## config.mk

```make
export PLATFORM = sky130hd
export DESIGN_NAME = nco_quad_pipe
export DESIGN_NICKNAME = d
export VERILOG_FILES = /design/src/rtl/nco_pkg.sv /design/src/rtl/nco_quarter_lut.sv /design/src/rtl/nco_quad_pipe.sv
export SDC_FILE = /design/constraint.sdc
export NUM_CORES = 1
export LEC_CHECK = 0
export BUFFER_PORTS_ARGS = -buffer_cell sky130_fd_sc_hd__buf_4
export CORE_AREA = 4 4 146 148
export CTS_BUF_LIST = sky130_fd_sc_hd__clkbuf_4
export DETAILED_ROUTE_END_ITERATION = 16
export DIE_AREA = 0 0 150 152
export PLACE_DENSITY_LB_ADDON = 0.08
export RECOVER_POWER = 100
export SLEW_MARGIN = 5
export SYNTH_ARGS = -nofsm -noshare
export SYNTH_HDL_FRONTEND = slang
export SYNTH_SLANG_ARGS = --single-unit
```

## constraint.sdc

```tcl
create_clock -name clk -period 3.3 [get_ports clk]
set_clock_uncertainty 0.2 [all_clocks]
set_input_delay 0.66 -clock clk [delete_from_list [all_inputs] [get_ports clk]]
set_output_delay 0.66 -clock clk [all_outputs]
set_load 0.05 [all_outputs]
```

## src/rtl/nco_pkg.sv

```systemverilog
// Shared constants for the quadrature NCO: default widths, quadrant encoding,
// full-scale helper and phase-dither LFSR definition.
package nco_pkg;

    localparam int DEFAULT_PHASE_W = 32;
    localparam int DEFAULT_LUT_AW  = 6;
    localparam int DEFAULT_OUT_W   = 8;

    // Quadrant = top two phase bits; bit 0 mirrors the table, bit 1 negates it.
    localparam logic [1:0] QUAD_0 = 2'd0;
    localparam logic [1:0] QUAD_1 = 2'd1;
    localparam logic [1:0] QUAD_2 = 2'd2;
    localparam logic [1:0] QUAD_3 = 2'd3;
    localparam int QUAD_MIRROR_BIT = 0;
    localparam int QUAD_NEGATE_BIT = 1;

    // x^16 + x^14 + x^13 + x^11 + 1, Fibonacci form shifting left.
    localparam logic [15:0] LFSR_SEED = 16'hACE1;
    localparam logic [15:0] LFSR_TAPS = 16'hB400;

    function automatic int full_scale(input int out_w);
        return (1 << (out_w - 1)) - 1;
    endfunction

endpackage

```

## src/rtl/nco_quarter_lut.sv

```systemverilog
// Quarter-wave sine ROM with registered read. Holds 2^LUT_AW + 1 entries so the
// mirrored index 2^LUT_AW lands directly on full scale.
module nco_quarter_lut
    import nco_pkg::*;
#(
    parameter int LUT_AW = DEFAULT_LUT_AW,
    parameter int OUT_W  = DEFAULT_OUT_W
) (
    input  logic              clk,
    input  logic              reset,
    input  logic [LUT_AW:0]   addr,
    output logic [OUT_W-1:0]  data
);

    localparam int  DEPTH   = (1 << LUT_AW) + 1;
    localparam real HALF_PI = 1.5707963267948966;

    function automatic int lut_entry(input int i);
        real angle;
        angle = HALF_PI * real'(i) / real'(1 << LUT_AW);
        return $rtoi(real'(full_scale(OUT_W)) * $sin(angle) + 0.5);
    endfunction

    logic [OUT_W-1:0] rom_mem [DEPTH];

    genvar gi;
    for (gi = 0; gi < DEPTH; gi++) begin : g_rom
        localparam int ENTRY = lut_entry(gi);
        assign rom_mem[gi] = OUT_W'(ENTRY);
    end

    always_ff @(posedge clk) begin
        if (reset) begin
            data <= '0;
        end else begin
            data <= rom_mem[addr];
        end
    end

endmodule

```

## src/rtl/nco_quad_pipe.sv

```systemverilog
// Pipelined quadrature NCO: phase accumulator -> offset -> quarter-wave fold/LUT -> sign.
// Optional build macro NCO_PHASE_DITHER_EN adds LFSR dither below the LUT index.
module nco_quad_pipe
    import nco_pkg::*;
#(
    parameter int PHASE_W = DEFAULT_PHASE_W,
    parameter int LUT_AW  = DEFAULT_LUT_AW,
    parameter int OUT_W   = DEFAULT_OUT_W
) (
    input  logic               clk,
    input  logic               reset,
    input  logic               enable,
    input  logic [PHASE_W-1:0] ctrl_in,
    input  logic               ctrl_load,
    input  logic [PHASE_W-1:0] phase_offset,
    input  logic               phase_sync,
    output logic [PHASE_W-1:0] phase,
    output logic [OUT_W-1:0]   sin_out,
    output logic [OUT_W-1:0]   cos_out,
    output logic               out_valid
);

    localparam int FRAC_W = PHASE_W - LUT_AW - 2;
    localparam logic [PHASE_W-1:0] QUARTER  = PHASE_W'(1) << (PHASE_W - 2);
    localparam logic [LUT_AW:0]    LUT_SPAN = {1'b1, {LUT_AW{1'b0}}};

    logic [PHASE_W-1:0] phase_reg;
    logic [PHASE_W-1:0] ctrl_active_reg;
    logic [PHASE_W-1:0] p_eff_next;
    logic [PHASE_W-1:0] eff_reg [2];   // [0] sine phase, [1] cosine phase
    logic               v1_reg;
    logic               v2_reg;
    logic [LUT_AW:0]    lut_addr [2];
    logic [OUT_W-1:0]   lut_data [2];
    logic [OUT_W-1:0]   out_next [2];
    logic               unused_frac;

    assign phase       = phase_reg;
    assign unused_frac = ^{eff_reg[0], eff_reg[1]};

    always_ff @(posedge clk) begin
        if (reset) begin
            phase_reg       <= '0;
            ctrl_active_reg <= '0;
        end else begin
            if (phase_sync) begin
                phase_reg <= '0;
            end else if (enable) begin
                phase_reg <= phase_reg + ctrl_active_reg;
            end
            if (ctrl_load) begin
                ctrl_active_reg <= ctrl_in;
            end
        end
    end

`ifdef NCO_PHASE_DITHER_EN
    logic [15:0]        lfsr_reg;
    logic [PHASE_W-1:0] dither;

    always_ff @(posedge clk) begin
        if (reset) begin
            lfsr_reg <= LFSR_SEED;
        end else if (enable) begin
            lfsr_reg <= {lfsr_reg[14:0], ^(lfsr_reg & LFSR_TAPS)};
        end
    end

    // Dither occupies only the truncated bits, so at most one index step of carry.
    if (FRAC_W >= 16) begin : g_dither_wide
        assign dither = PHASE_W'(lfsr_reg) << (FRAC_W - 16);
    end else if (FRAC_W > 0) begin : g_dither_narrow
        assign dither = PHASE_W'(lfsr_reg >> (16 - FRAC_W));
    end else begin : g_dither_none
        assign dither = '0;
    end

    assign p_eff_next = phase_reg + phase_offset + dither;
`else
    assign p_eff_next = phase_reg + phase_offset;
`endif

    // Stage 1: the pre-update phase is sampled, even alongside phase_sync.
    always_ff @(posedge clk) begin
        if (reset) begin
            eff_reg[0] <= '0;
            eff_reg[1] <= '0;
            v1_reg     <= 1'b0;
            v2_reg     <= 1'b0;
        end else begin
            v1_reg <= enable;
            v2_reg <= v1_reg;
            if (enable) begin
                eff_reg[0] <= p_eff_next;
                eff_reg[1] <= p_eff_next + QUARTER;
            end
        end
    end

    // Stage 2: quadrant fold and ROM read; sign travels alongside the ROM latency.
    genvar gi;
    for (gi = 0; gi < 2; gi++) begin : g_path
        logic [1:0]        quad;
        logic [LUT_AW-1:0] k;
        logic              neg_reg;

        assign quad = eff_reg[gi][PHASE_W-1 -: 2];
        assign k    = eff_reg[gi][PHASE_W-3 -: LUT_AW];
        assign lut_addr[gi] = quad[QUAD_MIRROR_BIT] ? (LUT_SPAN - {1'b0, k}) : {1'b0, k};

        nco_quarter_lut #(
            .LUT_AW (LUT_AW),
            .OUT_W  (OUT_W)
        ) u_lut (
            .clk    (clk),
            .reset  (reset),
            .addr   (lut_addr[gi]),
            .data   (lut_data[gi])
        );

        always_ff @(posedge clk) begin
            if (reset) begin
                neg_reg <= 1'b0;
            end else begin
                neg_reg <= quad[QUAD_NEGATE_BIT];
            end
        end

        assign out_next[gi] = neg_reg ? -lut_data[gi] : lut_data[gi];
    end

    // Stage 3: outputs only move when a sample exits, otherwise they hold.
    always_ff @(posedge clk) begin
        if (reset) begin
            sin_out   <= '0;
            cos_out   <= '0;
            out_valid <= 1'b0;
        end else begin
            out_valid <= v2_reg;
            if (v2_reg) begin
                sin_out <= out_next[0];
                cos_out <= out_next[1];
            end
        end
    end

endmodule

```

==> results of run 1 <==
==> layout make-up <==
class,instances,area share
timing repair buffer,154,0.104
clock buffer,10,0.00827
clock inverter,6,0.00593
inverter,24,0.00992
tap,270,0.0372
sequential,109,0.251
antenna,1,0.000276
multi-input combinational,777,0.583
==> power by group through the flow <==
stage	Sequential [mW]	Clock [mW]	Combinational (mW)
6_report	1.51	0.687	1.07
5_1_grt	1.52	0.769	1.18
4_1_cts	1.51	0.725	1.09
3_5_place_dp	1.54	0	1.09
3_3_place_gp	1.54	0	1.09
2_1_floorplan	1.58	0	0.704
==> stage by stage <==
stage	instance area (um2)	cells	total power, mW	TNS, ns	setup WS, ns
detailed placement	9170	1334	2.63	-0.719	-0.175
CTS	9300	1350	3.33	0	0.0693
global placement	9170	1334	2.63	-0.659	-0.167
global route	9080	1351	3.48	0	0.00362
floorplan	7910	964	2.28	0	0.0814
finish	9080	1351	3.26	0	0.148
==> cells in the final DEF, fill, tap and decap left out, types with 13 or more instances in the layout <==
| master | instances |
|---|---|
| inv_1 | 23 |
| a211oi_1 | 23 |
| a21o_1 | 27 |
| dfxtp_1 | 99 |
| nor3_1 | 14 |
| nor2b_1 | 13 |
| xor2_1 | 23 |
| a21oi_1 | 80 |
| nand2_1 | 62 |
| xnor2_1 | 33 |
| nor2_1 | 121 |
| nand4_1 | 14 |
| clkbuf_4 | 13 |
| mux2i_1 | 59 |
| clkbuf_1 | 56 |
| buf_4 | 93 |
| ha_1 | 66 |
| a31oi_1 | 15 |
| o21ai_0 | 59 |
| nand3_1 | 25 |
==> path summary, 6_finish.rpt <==
| kind | from | end | depth (start not counted) | slack, ns |
|---|---|---|---|---|
| worst max-delay path | ctrl_active_reg[0] | phase[16] | 12 | 0.15 |
| worst min-delay path | ctrl_in[10] | ctrl_active_reg[10] | 3 | 0.18 |
| worst max register to register | ctrl_active_reg[0] | phase[16] | 12 | 0.15 |
| worst min register to register | v1_reg | v2_reg | 1 | 0.26 |
==> metal layers <==
layer  global-route usage  vias up  wire length (um)
li1                     -     3760                 -
met1                0.259     3490             10400
met5                    0        -                 0
met2                0.321      194             10700
met3               0.0372       44               995
met4               0.0745        0               674
==> logic make-up (layout without fill, tap and decap cells) <==
family | after synthesis | in the layout
buf+inv | 78 | 194
mux | 60 | 60
flops | 109 | 109
simple gates | 296 | 296
fa+ha+maj | 67 | 67
xor+xnor | 57 | 57
compound gates | 297 | 297
other cells | 0 | 1
==> timing repair <==
item | in CTS | in global routing
hold buffers | 0 | 0
endpoints found under the setup margin | 0 | 2
endpoints found under the hold margin | 0 | 0
resized for setup | 0 | 3
==> worst register-to-register path, delay by kind of cell, from the launching register on <==
family / cells / cell delay, ns
AO/OA/AOI/OAI: 6 / 1.29
adder cells (fa/ha/maj): 2 / 0.63
flip-flops: 1 / 0.36
XOR/XNOR: 1 / 0.17
buffers and inverters: 1 / 0.16
multiplexers: 1 / 0.14
AND/OR/NAND/NOR: 1 / 0.06
==> qor.csv, run 1 <==
metric,value,unit
switching_share,0.379,
multi_input_area,5300,um2
fin_nets,1211,
max-slew-margin-rel,-0.188,
peakVddDrop,151,uV
drt-initial-drc-count,432,
dp_hpwl,17400,um
wirelength,22800,um
fin_crit,3.15,ns
worstSkewPairLatency,0.50,ns
synthAdderAreaFrac,0.107,
die_y,152,um
yosys.area.top_type,dfxtp_1,
crit_buf_inv,1,
syn_to_final_growth,14.8,%
fin_util,0.453,
routabilityCongestion,0.874,
syn-instance-count,964,
ys_seq_area_frac,0.289,
setup_viol,0,
vias,7488,
drv_cap,2,
synth_most_common_cell,nor2_1,
grt_pass1_wl,36800,um
clkTransAtPathRegs,0.19,ns
slowest_stage,fa_1,
violations,"max-capacitance violations, max-slew violations",
synthDistinctLibCells,81,
finalMaxSlewViolations,69,
htree_levels,3,
synthTopCellsByArea,"dfxtp_1, ha_1, mux2i_1, nor2_1, a21oi_1",
postRouteAntennaNets,0,
hold_path_class,in2reg,
clock-root-buffer,clkbuf_4,
cp-start-kind,register,
worst_pin_slew,1.78,ns
yosys-top-cells-count,"nor2_1, dfxtp_1, a21oi_1",
synth_flop_cell,dfxtp_1,
routed_via_density,5.54,
grt_pass1_vias,7193,
synth_mux_area_frac,0.0761,
post_cts_buffers,0,
yosys.area_share.xor_xnor,0.0641,
die-area,22800,um2
mappedNetlistArea,7910,um2
slowest_delay,0.40,ns
p_leak,3.97,nW
design.core.area,20000,um2
seq_power_share,0.462,
end_kind,register,
yosys_warnings,0,
regArea,2280,um2
fmax,317,MHz
p_int,2.03,mW
switchingPower,1.24,mW
fin_crit_sh,0.955,
ys_ff_latch,109,
cts_tree,done,
holdWs,0.179,ns
synth-async-reset-ratio,0,
synth_edf_count,10,
fillerInstances,2129,
critPathTopFamily,compound AO/OA/AOI/OAI gates,
port_buffers,117,
grt_start_max_net_pins,35,
rows,52,
synth_top_family_by_area,compound AO/OA/AOI/OAI gates,
layout-drive-gt1-share,0.123,
yosys.area.top_type_share,0.251,
cp_data_arrival_time,3.30,ns
status,"complete, but fails checks",
drt_pass1_iterations,5,
power_frac_comb,0.327,
rsz0062_at_grt,false,
cts_buffers,9,
hold_viol,0,
worstSetupPathType,reg2reg,
path_cells,ha_1 > fa_1 > a211oi_1 > o311a_1 > o31ai_4 > buf_4 > a21o_1 > a21oi_1 > o21ai_1 > xor2_1 > mux2i_1 > nor2_1,
synth-compound-area-share,0.250,
ios,118,
drc,0,
wl_per_cell,16.8,um
p_clk_frac,0.210,
clock-sinks,109,
grt-ovfl-total,0,
syn_avg_cell_area,8.20,um2
worstPathRequired,3.45,ns
critPathMaxFanout,3,
antenna_found_initial,1,
die_w,150,um
cts_buffer_depth,2,
initial_core_util,0.395,
power_density,360,nW/um2
synth_nets,1100,
yosys.area_share.simple,0.174,
grt_usage,0.197,
Note: power is estimated with default switching activity, not from simulation.
==> run 2, diff against run 1 <==
--- a/config.mk
+++ b/config.mk
@@ -6,10 +6,10 @@
 export NUM_CORES = 1
 export LEC_CHECK = 0
 export BUFFER_PORTS_ARGS = -buffer_cell sky130_fd_sc_hd__buf_4
-export CORE_AREA = 4 4 146 148
+export CORE_AREA = 4 4 127 129
 export CTS_BUF_LIST = sky130_fd_sc_hd__clkbuf_4
 export DETAILED_ROUTE_END_ITERATION = 16
-export DIE_AREA = 0 0 150 152
+export DIE_AREA = 0 0 131 133
 export PLACE_DENSITY_LB_ADDON = 0.08
 export RECOVER_POWER = 100
 export SLEW_MARGIN = 5
==> run 2 against run 1 <==
Compared with the run above:
- the flow still finishes with violations (max-capacitance violations, max-slew violations)
- utilization increased by 15 points
- power increased by 1.2%
- wire length decreased by 7.3%
- hold slack got worse by 0.017 ns
- setup slack got worse by 0.011 ns
- sequential power about the same
- maximum frequency decreased by 0.34%
- clock-buffer cell count decreased by 1
- combinational power about the same
- sequential share of layout area increased by 0.16 points
- cell count decreased by 6.2%
- non-clock buffer count unchanged
- critical path type unchanged
- largest cell class unchanged
- largest power group unchanged
==> qor.csv, run 2 (same netlist as run 1, synthesis figures left out) <==
metric,value,unit,change
clkTransAtPathRegs,0.19,ns,about the same
grt_pass1_wl,34200,um,was 36800 um
drv_cap,1,,was 2
crit_buf_inv,0,,was 1
wl_per_cell,16.7,um,was 16.8 um
place_area,9070,um2,was 9170 um2
hold_path_depth,3,,unchanged
vias,7570,,was 7488
status,"complete, but fails checks",,unchanged
layout_common_cells,"nor2_1, buf_4, dfxtp_1",,"was nor2_1, dfxtp_1, buf_4"
post_cts_buffers,0,,unchanged
routabilityCongestion,0.903,,was 0.874
rows,45,,was 52
die_y,133,um,was 152 um
switching_share,0.365,,was 0.379
fmax,316,MHz,was 317 MHz
htree_levels,3,,unchanged
critPathMaxFanout,3,,unchanged
postRouteAntennaNets,0,,unchanged
routed_via_density,5.97,,was 5.54
worstSkewPairLatency,0.52,ns,was 0.50 ns
hold_path_class,in2reg,,unchanged
hold_buffers,0,,unchanged
fin_crit,3.16,ns,was 3.15 ns
die_w,131,um,was 150 um
cp_data_arrival_time,3.37,ns,was 3.30 ns
ios,118,,unchanged
grt-ovfl-total,0,,unchanged
power_density,366,nW/um2,was 360 nW/um2
worst_r2r_path_depth,11,,was 12
grt_usage,0.241,,was 0.197
path_cells,ha_1 > fa_1 > a211oi_2 > o311a_1 > o31ai_4 > and3_1 > nor2_1 > o21ai_1 > a221oi_1 > xor2_1 > o21ai_1,,was ha_1 > fa_1 > a211oi_1 > o311a_1 > o31ai_4 > buf_4 > a21o_1 > a21oi_1 > o21ai_1 > xor2_1 > mux2i_1 > nor2_1
postLayoutCellArea,9020,um2,was 9080 um2
slowest_stage,fa_1,,unchanged
holdWs,0.162,ns,was 0.179 ns
crit_path_frequent_cell,o21ai_1,,
tns,0,ns,unchanged
hold_viol,0,,unchanged
antenna_found_initial,0,,was 1
syn_to_final_growth,14.0,%,was 14.8%
drt_pass1_iterations,5,,unchanged
max-slew-margin-rel,-0.639,,was -0.188
switchingPower,1.21,mW,was 1.24 mW
hold_start,ctrl_in[31],,was ctrl_in[10]
layout_commonest_cell,nor2_1,,unchanged
post_cts.resized_instances,0,,unchanged
p_clk_frac,0.219,,was 0.210
layout_setup_ws,0.137,ns,was 0.148 ns
critPathTopFamily,compound AO/OA/AOI/OAI gates,,unchanged
clock-sinks,109,,unchanged
holdPathEnd,ctrl_active_reg[31],,was ctrl_active_reg[10]
r2r_end,phase[28],,was phase[16]
drt-initial-drc-count,654,,was 432
reg2reg_from,phase[0],,was ctrl_active_reg[0]
peakVddDrop,211,uV,was 151 uV
end_kind,register,,unchanged
fin_nets,1211,,unchanged
design.core.area,15000,um2,was 20000 um2
initial_core_util,0.526,,was 0.395
worstSetupPathType,reg2reg,,unchanged
diodes,0,,was 1
violations,"max-capacitance violations, max-slew violations",,unchanged
cts_buffers,9,,unchanged
cts_buffer_depth,2,,unchanged
setup_viol,0,,unchanged
worst_pin_slew,2.46,ns,was 1.78 ns
worstPathRequired,3.51,ns,was 3.45 ns
place_ws,-0.179,ns,was -0.175 ns
finalMaxSlewViolations,33,,was 69
cp-start-kind,register,,unchanged
cts_tree,done,,unchanged
p_int,2.10,mW,was 2.03 mW
slowest_delay,0.45,ns,was 0.40 ns
grt_start_max_net_pins,52,,was 35
p_total,3.30,mW,was 3.26 mW
power_frac_comb,0.324,,was 0.327
layout-drive-gt1-share,0.129,,was 0.123
p_leak,3.99,nW,was 3.97 nW
wirelength,21100,um,was 22800 um
dp_hpwl,16100,um,was 17400 um
port_buffers,117,,unchanged
seq_power_share,0.457,,was 0.462
drc,0,,unchanged
clock-root-buffer,clkbuf_4,,unchanged
reg2reg_slack,0.14,ns,was 0.15 ns
fin_crit_sh,0.959,,was 0.955
die-area,17400,um2,was 22800 um2
grt_pass1_vias,7100,,was 7193
-- run 2: worst min-delay path, stage by stage --
cell and delay [ns]:
buf_4 0.08, mux2i_1 0.05, nor2_1 0.07
-- run 2: metrics by stage --
| stage | util | instances |
|---|---|---|
| final | 0.600 | 1267 |
| after global routing | 0.600 | 1267 |
| after CTS | 0.612 | 1267 |
| after detailed placement | 0.603 | 1252 |
| after global placement | 0.603 | 1252 |
| after floorplan | - | 964 |
-- run 2: power groups by stage --
| stage | Clock (mW) | Combinational, mW | Sequential, mW |
|---|---|---|---|
| 2_1_floorplan | 0 | 0.704 | 1.58 |
| 3_3_place_gp | 0 | 1.07 | 1.54 |
| 3_5_place_dp | 0 | 1.07 | 1.54 |
| 4_1_cts | 0.748 | 1.08 | 1.51 |
| 5_1_grt | 0.786 | 1.18 | 1.52 |
| 6_report | 0.724 | 1.07 | 1.51 |
-- run 2: worst max path at each step --
stage                                 from              to  cells after the start
final                             phase[0]       phase[28]                     11
after floorplan                  phase[17]  eff_reg[0][30]                     10
after global routing              phase[0]       phase[28]                     11
after global placement    phase_offset[17]  eff_reg[0][30]                     11
after detailed placement  phase_offset[17]  eff_reg[0][30]                     11
after CTS                         phase[0]       phase[28]                     11
-- run 2: area by class of cell --
cell class	count	area, um2
inverters	24	90.1
clock inverters	6	71.3
repair buffers	154	958
well taps	188	235
multi-input cells	777	5310
clock buffers	9	67.6
flip-flops and latches	109	2280
fillers	1463	6010
-- run 2: layer usage --
metal | routed length [um] | track usage
met1 | 9170 | 0.308
met2 | 10000 | 0.396
met3 | 1230 | 0.0484
met4 | 667 | 0.0897
met5 | 0 | 0
==> run 3, diff against run 2 <==
--- a/config.mk
+++ b/config.mk
@@ -5,11 +5,12 @@
 export SDC_FILE = /design/constraint.sdc
 export NUM_CORES = 1
 export LEC_CHECK = 0
+export ABC_AREA = 1
 export BUFFER_PORTS_ARGS = -buffer_cell sky130_fd_sc_hd__buf_4
-export CORE_AREA = 4 4 127 129
+export CORE_AREA = 4 4 134 136
 export CTS_BUF_LIST = sky130_fd_sc_hd__clkbuf_4
 export DETAILED_ROUTE_END_ITERATION = 16
-export DIE_AREA = 0 0 131 133
+export DIE_AREA = 0 0 138 140
 export PLACE_DENSITY_LB_ADDON = 0.08
 export RECOVER_POWER = 100
 export SLEW_MARGIN = 5
==> run 3 against run 2 <==
Compared with the run above:
- the run now ends clean
- synthesized cell count rose by 60%
- first-iteration DRC count fell by 10%
- maximum frequency rose by 18%
- register-to-register slack improved by 0.47 ns
- area after synthesis rose by 15%
- power rose by 5.2%
- clock-buffer cell count did not move
- utilization fell by 0.82 points
- die area rose by 11%
- hold slack got worse by 0.0096 ns
- sequential share of layout area fell by 2.5 points
==> qor.csv, run 3 <==
metric,value,unit,change
die-area,19300,um2,was 17400 um2
switching_share,0.417,,was 0.365
routabilityCongestion,0.958,,was 0.903
cts_buffer_depth,2,,unchanged
hold_buffers,0,,unchanged
critPathMaxFanout,12,,was 3
fin_crit_sh,0.815,,was 0.959
fillerInstances,1831,,was 1463
synth_most_common_cell,nand2_1,,was nor2_1
worstPathRequired,3.51,ns,about the same
drt_pass1_iterations,7,,was 5
grt_start_max_net_pins,48,,was 52
yosys-top-cells-count,"nand2_1, nor2_1, inv_1",,"was nor2_1, dfxtp_1, a21oi_1"
p_clk_frac,0.189,,was 0.219
syn_to_final_growth,10.2,%,was 14.0%
vias,9793,,was 7570
mappedNetlistArea,9100,um2,was 7910 um2
synth_flop_cell,dfxtp_1,,unchanged
cts_tree,done,,unchanged
clock-root-buffer,clkbuf_4,,unchanged
worstSetupPathType,reg2reg,,unchanged
max-slew-margin-rel,0.0867,,was -0.639
clkTransAtPathRegs,0.18,ns,was 0.19 ns
end_kind,register,,unchanged
cts_buffers,9,,unchanged
fmax,372,MHz,was 316 MHz
dp_hpwl,21400,um,was 16100 um
finalMaxSlewViolations,0,,was 33
drc,0,,unchanged
met1_length,11600,um,was 9170 um
wirelength,26600,um,was 21100 um
layout_commonest_cell,nand2_1,,was nor2_1
cp_data_arrival_time,2.90,ns,was 3.37 ns
yosys.area.top_type_share,0.218,,was 0.251
design.core.area,16900,um2,was 15000 um2
switchingPower,1.45,mW,was 1.21 mW
initial_core_util,0.537,,was 0.526
grt_usage,0.274,,was 0.241
synth-async-reset-ratio,0,,unchanged
holdWs,0.152,ns,was 0.162 ns
peakVddDrop,218,uV,was 211 uV
yosys_warnings,0,,unchanged
seq_power_share,0.444,,was 0.457
p_leak,5.52,nW,was 3.99 nW
setup_viol,0,,unchanged
cp-start-kind,register,,unchanged
route.met2.wl,13300,um,was 10000 um
worst_pin_slew,1.37,ns,was 2.46 ns
syn_avg_cell_area,5.88,um2,was 8.20 um2
status,completed,,"was complete, but fails checks"
ys_seq_area_frac,0.251,,was 0.289
post_cts_buffers,0,,unchanged
ys_ff_latch,109,,unchanged
drv_cap,0,,was 1
synthDistinctLibCells,40,,was 81
wl_per_cell,14.2,um,was 16.7 um
synth_nets,1682,,was 1100
yosys.area.top_type,dfxtp_1,,unchanged
layout-drive-gt1-share,0.0710,,was 0.129
fin_util,0.592,,was 0.600
ios,118,,unchanged
tns,0,ns,unchanged
grt_pass1_vias,9290,,was 7100
routed_via_density,5.23,,was 5.97
post_cts.resized_instances,0,,unchanged
power_frac_comb,0.367,,was 0.324
p_total,3.48,mW,was 3.30 mW
top_layer_used,met4,,unchanged
port_buffers,117,,unchanged
die_y,140,um,was 133 um
rows,48,,was 45
fin_crit,2.69,ns,was 3.16 ns
drt-initial-drc-count,587,,was 654
rsz0062_at_grt,false,,
synthTopCellsByArea,"dfxtp_1, nand2_1, nor2_1, ha_1, inv_1",,"was dfxtp_1, ha_1, mux2i_1, nor2_1, a21oi_1"
worstSkewPairLatency,0.51,ns,was 0.52 ns
clock-sinks,109,,unchanged
fin_nets,1780,,was 1211
postRouteAntennaNets,0,,unchanged
met3_length,962,um,was 1230 um
grt-ovfl-total,0,,unchanged
synth_edf_count,10,,unchanged
hold_viol,0,,unchanged
die_w,138,um,was 131 um
syn-instance-count,1546,,was 964
power_density,347,nW/um2,was 366 nW/um2
hold_path_class,in2reg,,unchanged
htree_levels,3,,unchanged
antenna_found_initial,1,,was 0
layout_common_cells,"nand2_1, nor2_1, inv_1",,"was nor2_1, buf_4, dfxtp_1"
p_int,2.03,mW,was 2.10 mW
grt_pass1_wl,44000,um,was 34200 um
==> run 3: cell types whose count changed after synthesis, sizes merged, moves of 30 or more <==
cell   previous run  this run
xnor2            33         3
nand2            63       486
nor2            122       248
o21ai            67       114
nand3            25       119
mux2i            59         0
inv              23       198
==> run 3: cell type report <==
cell class | instances | area, um2 | area share
multi-input combinational | 1200 | 5840 | 0.583
sequential | 109 | 2280 | 0.228
inverter | 199 | 749 | 0.0748
timing repair buffer | 125 | 743 | 0.0742
tap | 225 | 282 | 0.0281
clock buffer | 9 | 67.6 | 0.00674
clock inverter | 6 | 56.3 | 0.00562
antenna | 1 | 2.50 | 0.000250
==> run 3: per-stage QoR <==
step / cells / instance area, um2 / setup slack (ns)
floorplan: 1546 / 9100 / 0.974
detailed placement: 1858 / 10100 / 0.573
global route: 1874 / 10000 / 0.289
finish: 1874 / 10000 / 0.609
global placement: 1858 / 10100 / 0.612
CTS: 1873 / 10200 / 0.767
==> run 3: cells by family (layout without fill, tap and decap cells) <==
kind of cell,after synthesis,count (layout),synth area share
AND/OR/NAND/NOR,877,877,0.391
buffers and inverters,237,339,0.106
AO/OA/AOI/OAI,233,233,0.137
flip-flops,109,109,0.251
adder cells (fa/ha/maj),67,67,0.0930
XOR/XNOR,23,23,0.0230
other,0,1,0
==> run 3: worst max-delay path: stages (launching register included) <==
cell,delay (ns)
edfxtp_1,0.49
inv_1,0.09
ha_1,0.26
inv_1,0.21
nand2_1,0.15
nand2_1,0.12
nand2_1,0.06
nand2_1,0.31
nand2_1,0.22
o21ai_0,0.21
nand2_1,0.07
nand2_1,0.05
nand3_1,0.07
nand2_1,0.06
inv_1,0.04
==> run 3: power by group through the flow <==
stage / clock, mW / sequential (mW) / combinational (mW)
2_1_floorplan: 0 / 1.62 / 0.898
3_3_place_gp: 0 / 1.57 / 1.29
3_5_place_dp: 0 / 1.57 / 1.29
4_1_cts: 0.682 / 1.55 / 1.30
5_1_grt: 0.734 / 1.56 / 1.44
6_report: 0.658 / 1.54 / 1.27
==> run 3: routing by layer <==
layer  track usage  up-vias
met1         0.333     4386
met3        0.0348       46
li1              -     5132
met4        0.0868        0
met5             0        -
met2         0.502      229
==> run 3: path summary, 6_finish.rpt <==
| check | slack (ns) | to | depth (start not counted) | startpoint |
|---|---|---|---|---|
| worst min register to register | 0.23 | v2_reg | 2 | v1_reg |
| worst max register to register | 0.61 | g_path[0].u_lut.data[3] | 14 | eff_reg[0][56] |
| worst max-delay path | 0.61 | g_path[0].u_lut.data[3] | 14 | eff_reg[0][56] |
| worst min-delay path | 0.15 | ctrl_active_reg[29] | 3 | ctrl_in[29] |
